$ cat config.mk
export PLATFORM = sky130hd
export DESIGN_NAME = mult_ctrl_unit
export DESIGN_NICKNAME = d
export VERILOG_FILES = /design/src/rtl/mult_pkg.sv /design/src/rtl/run_edge_sync.sv /design/src/rtl/mult_ctrl_unit.sv
export SDC_FILE = /design/constraint.sdc
export NUM_CORES = 1
export LEC_CHECK = 0
export BUFFER_PORTS_ARGS = -buffer_cell sky130_fd_sc_hd__buf_4
export CELL_PAD_IN_SITES_DETAIL_PLACEMENT = 1
export CELL_PAD_IN_SITES_GLOBAL_PLACEMENT = 1
export CORE_AREA = 2 2 50 52
export CTS_BUF_LIST = sky130_fd_sc_hd__clkbuf_16
export CTS_CLUSTER_SIZE = 25
export DETAILED_ROUTE_END_ITERATION = 16
export DIE_AREA = 0 0 52 54
export GPL_TIMING_DRIVEN = 0
export PLACE_DENSITY = 0.56
export SYNTH_ARGS = -nofsm -noshare
export SYNTH_HDL_FRONTEND = slang
export SYNTH_HIERARCHICAL = 1
export SYNTH_SLANG_ARGS = --single-unit
$ cat constraint.sdc
create_clock -name Clk -period 1.4 [get_ports Clk]
set_clock_uncertainty 0.05 [all_clocks]
set_input_delay 0.14 -clock Clk [delete_from_list [all_inputs] [get_ports Clk]]
set_output_delay 0.14 -clock Clk [all_outputs]
set_load 0.02 [all_outputs]
$ cat src/rtl/mult_pkg.sv
// Shared types for the add-shift multiplier sequencer.
package mult_pkg;

    localparam int N_BITS_DEF = 8;

    typedef enum logic [2:0] {
        IDLE,
        LOAD,
        CLR_XA,
        ADDSUB,
        SHIFT,
        DONE
    } mult_state_t;

endpackage

$ cat src/rtl/run_edge_sync.sv
// Two-flop synchroniser for the Run button plus rising-edge detect.
module run_edge_sync (
    input  logic Clk,
    input  logic Reset_Load_Clear,
    input  logic async_in,
    output logic level_out,
    output logic rise_out
);

    logic       run_meta;
    logic       run_sync;
    logic       run_prev;
    logic       armed;
    logic [1:0] fill;

    // armed only once the pipe holds a real low sample, so a
    // button held through reset release never looks like an edge
    always_ff @(posedge Clk or negedge Reset_Load_Clear) begin
        if (!Reset_Load_Clear) begin
            run_meta <= 1'b0;
            run_sync <= 1'b0;
            run_prev <= 1'b0;
            armed    <= 1'b0;
            fill     <= 2'b00;
        end else begin
            run_meta <= async_in;
            run_sync <= run_meta;
            run_prev <= run_sync;
            fill     <= {fill[0], 1'b1};
            if (fill[1] && !run_sync) begin
                armed <= 1'b1;
            end
        end
    end

    assign level_out = run_sync;
    assign rise_out  = run_sync & ~run_prev & armed;

endmodule

$ cat src/rtl/mult_ctrl_unit.sv
// Sequencer turning Run/Load buttons into one-cycle datapath strobes
// for the signed add-shift multiplier.
module mult_ctrl_unit
    import mult_pkg::*;
#(
    parameter int N_BITS = N_BITS_DEF,
    parameter int CNT_W  = $clog2(N_BITS + 1)
) (
    input  logic Clk,
    input  logic Reset_Load_Clear,
    input  logic Run,
    input  logic Load,
    input  logic M,
    output logic Clr_Ld,
    output logic Clr_XA,
    output logic Add,
    output logic Sub,
    output logic Shift,
    output logic Done,
    output logic Busy
);

    localparam logic [CNT_W-1:0] LAST = CNT_W'(N_BITS - 1);
    localparam logic [CNT_W-1:0] CMAX = CNT_W'(N_BITS);

    mult_state_t      state;
    mult_state_t      state_nx;
    logic [CNT_W-1:0] count;
    logic             run_level;
    logic             start;

    run_edge_sync u_run (
        .Clk              (Clk),
        .Reset_Load_Clear (Reset_Load_Clear),
        .async_in         (Run),
        .level_out        (run_level),
        .rise_out         (start)
    );

    always_ff @(posedge Clk or negedge Reset_Load_Clear) begin
        if (!Reset_Load_Clear) begin
            state <= IDLE;
            count <= '0;
        end else begin
            state <= state_nx;
            if (state == CLR_XA) begin
                count <= '0;
            end else if (state == SHIFT && count != CMAX) begin
                count <= count + CNT_W'(1);
            end
        end
    end

    always_comb begin
        state_nx = state;
        Clr_Ld   = 1'b0;
        Clr_XA   = 1'b0;
        Add      = 1'b0;
        Sub      = 1'b0;
        Shift    = 1'b0;
        Done     = 1'b0;
        Busy     = 1'b0;
        unique case (state)
            IDLE: begin
                if (Load) begin
                    state_nx = LOAD;
                end else if (start) begin
                    state_nx = CLR_XA;
                end
            end
            LOAD: begin
                Clr_Ld   = 1'b1;
                state_nx = IDLE;
            end
            CLR_XA: begin
                Clr_XA   = 1'b1;
                Busy     = 1'b1;
                state_nx = ADDSUB;
            end
            ADDSUB: begin
                Busy = 1'b1;
                // final iteration weighs the sign bit negatively
                if (count < LAST) begin
                    Add = M;
                end else if (count == LAST) begin
                    Sub = M;
                end
                state_nx = SHIFT;
            end
            SHIFT: begin
                Shift    = 1'b1;
                Busy     = 1'b1;
                state_nx = (count == LAST) ? DONE : ADDSUB;
            end
            DONE: begin
                Done = 1'b1;
                if (!run_level) begin
                    state_nx = IDLE;
                end
            end
            default: begin
                state_nx = IDLE;
            end
        endcase
    end

endmodule

# After elaboration in Yosys (flattened, before gate mapping)

Cells that the tools add are included.

Logic and storage cells: 45
Memories kept: 0
Memory bits (read-only): 0
Bits in registers: 13
Input bits: 5
Latch bits: 0
Output and inout bits: 7
RAM bits: 0

Muxes and demuxes: 17
$add $sub $neg: 1
Divide/modulo/power cells: 0
$lt $le $gt $ge: 1
Shift operators: 0
Multipliers: 0
Reductions and logical operators: 7
Equal/unequal tests: 9
Bitwise logic cells: 3

Operators by type and width:

| operator                                                             | number |
|---|---|
| 3-bit case mux with 5 select lines                                   | 1 |
| 3-bit two-way mux                                                    | 4 |
| 1-bit two-way mux                                                    | 10 |
| 4-bit two-way mux                                                    | 2 |
| 3-bit by 2-bit == test with 1-bit output, second input constant      | 2 |
| 3-bit == test, second input constant                                 | 2 |
| 4-bit by 1-bit adder with 4-bit output, second input constant        | 1 |
| 4-bit by 3-bit == test with 1-bit output, second input constant      | 1 |
| 4-bit by 3-bit < comparator with 1-bit output, second input constant | 1 |
| 4-bit inequality test, second input constant                         | 1 |
| 3-bit by 1-bit == test with 1-bit output, second input constant      | 1 |
| 3-bit zero test                                                      | 1 |
| 3-bit inequality test, second input constant                         | 1 |
| 3-bit OR reduction                                                   | 1 |
| 1-bit bitwise AND                                                    | 2 |
| 1-bit logical AND                                                    | 2 |
| 2-bit inequality test, second input constant                         | 1 |
| 2-bit AND reduction                                                  | 1 |
| 2-bit nonzero test                                                   | 1 |
| 1-bit zero test                                                      | 1 |
| 1-bit NOT                                                            | 1 |

# Logic depth before layout (Yosys ltp)

Word-level depth: 6
Depth in mapped cells: 5
Mapped depth without buffers: 5

# Modules after synthesis

The synthesis kept the hierarchy.

By module, submodules not included:

| module         | area each (µm²) | instances | seq. area each (µm²) | cells an instance |
|---|---|---|---|---|
| mult_ctrl_unit | 467.9           | 1         | 175.2                | 48 |
| run_edge_sync  | 172.7           | 1         | 150.1                | 11 |

# Least setup slack after synthesis

No wires, ideal clock.

Path type: register to output
Start: register count[0]
End: output Add
Data required time: 1.210 ns
Stages on the path, launching flop included: 4
Path buffers: 0
Arrival: 1.491 ns
Path slack: -0.281 ns
Cell sequence: dfrtp_1 ha_1 nand2_1 nor4b_1

Longest elaborated chain between the ends: 3

Ends and longest elaborated chain:

| what                                          | line                 | RTL |
|---|---|---|
| from (decl)                                   | mult_ctrl_unit.sv:28 | `logic [CNT_W-1:0] count;` |
| from (signal assigned)                        | mult_ctrl_unit.sv:49 | `count <= count + CNT_W'(1);` |
| 4-bit by 3-bit < comparator with 1-bit output | mult_ctrl_unit.sv:83 | `if (count < LAST) begin` |
| 1-bit two-way mux                             | mult_ctrl_unit.sv:83 |  |
| 1-bit two-way mux                             | mult_ctrl_unit.sv:63 | `unique case (state)` |
| to (decl)                                     | mult_ctrl_unit.sv:16 | `output logic Add,` |

Every way passes these cells.

# Worst setup path after layout

Start: register state[0]
End: output Busy

Longest elaborated chain between the ends: 3
Elaborated cells on any way between the ends: 5
Those cells by class: 3 x eq/ne; 1 x mux; 1 x reduce/logical

Ends and longest elaborated chain:

| what                                                                             | line                 | RTL |
|---|---|---|
| from (decl)                                                                      | mult_ctrl_unit.sv:26 | `mult_state_t state;` |
| from (signal assigned)                                                           | mult_ctrl_unit.sv:45 | `state <= state_nx;` |
| 3-bit by 2-bit == test with 1-bit output / 3-bit == test (equally long branches) | mult_ctrl_unit.sv:63 |  |
| 3-bit OR reduction (no source line) (*)                                          | --                   |  |
| 1-bit two-way mux (*)                                                            | mult_ctrl_unit.sv:63 |  |
| to (decl)                                                                        | mult_ctrl_unit.sv:20 | `output logic Busy` |

Every way passes the cells marked *; elsewhere a longest branch is shown, timed or not.

==> metrics.md <==
| Metric | Value |
|---|---|
| Run status | finished with violations |
| Fmax achieved | 675 MHz |
| Seq cells post-synth | 13 |
| CP Capture Type | primary output |
| Root buf cell | clkbuf_16 |
| Final hold vios | 0 |
| Combinational share of power | 0.421 |
| Wire per inst | 12.4 µm |
| ANT nets after route | 0 |
| Vias in the first global route | between 500 and 600 |
| First-pass GRT wire length | 2.40 mm |
| Largest net degree at the start of global routing | 14 |
| Seq/Total Area, Yosys | 0.508 |
| Crit path launch | state[0] |
| Hold Crit Start | Load |
| Final setup fails | 8 |
| Htree depth | 1 |
| Core area | approximately 2300 µm² |
| Clk_lat worst skew | roughly 0.24 ns |
| Clock Sinks | 13 |
| CTS buffer count | 3 |
| Mapped Area | approximately 640 µm² |
| Slew Limit Fails | 0 |
| Layout Utilization | 0.441 |
| Die ar. | roughly 2800 µm² |
| Sw Share | 0.338 |
| Maximum vdd drop | 0.000929 V |
| Post-detail-place hpwl | 899 µm |
| # DRC | 0 |
| I/O pin count | 12 |
| Worst-path clk slew | around 0.050 ns |
| Port-buffer cells | 11 |
| Kind of critical path | reg2out |
| Die Ht | approximately 54 µm |
| Setup TNS | -0.351 ns |
| Final WS setup | -0.0824 ns |
| RSZ-0062 raised after global routing | true |
| Number of max-cap violations | 0 |
| Initial DRT Pass Iterations | 4 |
| Via density | approximately 4.4 |
| Global Route Usage Sum | 0.124 |
| Mapped Cells | 59 |
| Area Overhead vs Synth | 59.8% |
| Share of layout cells above drive strength 1 | 0.494 |
| Net switching power figure | about 0.63 mW |
| Max FO, Critical Path | 3 |
| Internal cell power | 1.22 mW |
| Post-route cell area | about 1000 µm² |
| Vias post-DR | a little over 500 |
| Clk pwr share | 0.292 |
| Initial antenna violation count | 0 |
| Leakage power | around 0.48 nW |
| Pwr Total | 1.85 mW |
| Initial Util | 0.276 |
| Syn_nets | between 60 and 70 |
| Hold/Removal Path Class | in2reg |
| Sequential share of power | 0.287 |
| Grt ovf | 0 |
| Layout Nets | 95 |
| Tcrit/Tclk final | 1.06 |
| Fin crit period | 1.48 ns |
| Power density cells | between 1500 and 2000 nW/µm² |
| Startpoint types | flip-flop |
| Syn_area_per_cell | between 10 and 15 µm² |
| Final RePlAce weighted congestion | between 0.6 and 0.7 |
| Reg2reg start | state[0] |
| Clk buf depth | 2 |
| DIE WIDTH | 52 µm |
| Violated checks | negative setup slack |
| TritonCTS clock tree | built |
| Placed instance area | ~770 µm² |
| Routed WL | ~1.4 mm |
| CP Data Arrival Time | between 1 and 1.5 ns |
| Synth unique cells | 26 |
| Std-Cell Rows | 18 |
| Pre-CTS WS | -0.0456 ns |
| Required time of the critical path | around 1.2 ns |
| Initial DRC Count | 7 |
| Diode count | 0 |
| Synth warn | 6 |
[power by group through the flow]
stage / Sequential (mW) / Combinational [mW] / Clock (mW)
6_report: 0.531 / 0.779 / 0.542
4_1_cts: 0.527 / 0.742 / 0.554
3_5_place_dp: 0.561 / 0.487 / 0
5_1_grt: 0.543 / 0.848 / 0.573
2_1_floorplan: 0.535 / 0.344 / 0
3_3_place_gp: 0.564 / 0.481 / 0
[final cells by class]
class / instances / area [µm²]
clock buffers: 3 / 75.1
clock inverters: 1 / 5.00
fillers: 251 / 1300
inverters: 8 / 35.0
multi-input cells: 38 / 342
flip-flops and latches: 13 / 329
well taps: 30 / 37.5
repair buffers: 24 / 200
[layer usage]
layer	wire length [µm]	track usage
met1	638	0.153
met5	0	0
met2	701	0.192
met3	63	0.0306
met4	41	0.0877
[what timing repair did]
item                                    4_1_cts  5_1_grt
endpoints found under the setup margin        9       11
resized for setup                            16        3
pin swaps                                     3        2
buffers inserted                              9        2
endpoints found under the hold margin        14        0
hold buffers                                  2        0
[cell usage after synthesis]
cell type	number	area share
nor4_1	1	0.0098
nor2_1	3	0.018
o22ai_1	1	0.0098
a31oi_4	1	0.033
dfrtp_1	13	0.51
inv_1	7	0.041
a32o_1	1	0.016
mux2i_1	3	0.047
a21o_1	1	0.012
o21a_1	1	0.012
conb_1	1	0.0059
nand4_4	1	0.033
or2b_1	1	0.012
ha_1	2	0.039
clkinv_4	1	0.014
nor3_1	1	0.0078
a21oi_1	1	0.0078
or3b_4	1	0.018
o21bai_1	2	0.023
nand2b_1	1	0.0098
nand2_1	9	0.053
o31a_1	1	0.014
nor4b_1	1	0.014
nor2b_1	2	0.020
o31ai_1	1	0.012
or3b_1	1	0.014
[metrics by stage]
| stage | cells | hold slack (ns) |
|---|---|---|
| after floorplan | 59 | -0.206 |
| after global placement | 100 | -0.0536 |
| after detailed placement | 100 | -0.0527 |
| after CTS | 115 | 0.202 |
| after global routing | 117 | 0.226 |
| final | 117 | 0.192 |
[path summary, 6_finish.rpt]
check	end	slack, ns	cells after the start
worst max-delay path	Busy	-0.08	3
worst min-delay path	state[1]	0.19	4
worst max register to register	count[3]	-0.03	5
worst min register to register	u_run/fill[1]	0.30	0
max in group asynchronous	state[1]	0.89	2
min in group asynchronous	count[2]	0.23	2
[cell usage in the layout, fill, tap and decap left out, types with 2 or more instances in the layout]
cell,netlist,final
dfrtp_1,13,10
nand2_1,9,6
inv_1,7,6
nor2b_1,2,2
dlygate4sd3_1,0,2
nand2_2,0,2
buf_4,0,18
clkbuf_16,0,3
dfrtp_2,0,3
o21bai_1,2,2
nor2_1,3,3
mux2i_1,3,3
or3b_4,1,2
buf_6,0,4
[critical path: stages (launching register included)]
cell	delay, ns
dfrtp_2	0.41
or3b_4	0.45
nand2_2	0.08
buf_6	0.11
[cells by family (layout without fill, tap and decap cells)]
family / after synthesis / in the layout / share of synthesized area
simple gates: 22 / 22 / 0.207
flops: 13 / 13 / 0.508
compound gates: 10 / 10 / 0.139
buf+inv: 8 / 36 / 0.0547
mux: 3 / 3 / 0.0469
fa+ha+maj: 2 / 2 / 0.0391
other cells: 1 / 1 / 0.00585
[state kept, by name, indices dropped and copies added (netlist names)]
register	flops
count	4
u_run/run_meta	1
u_run/fill	2
u_run/level_out	1
u_run/run_prev	1
u_run/armed	1
state	3
(Power assumes the default switching activity.)
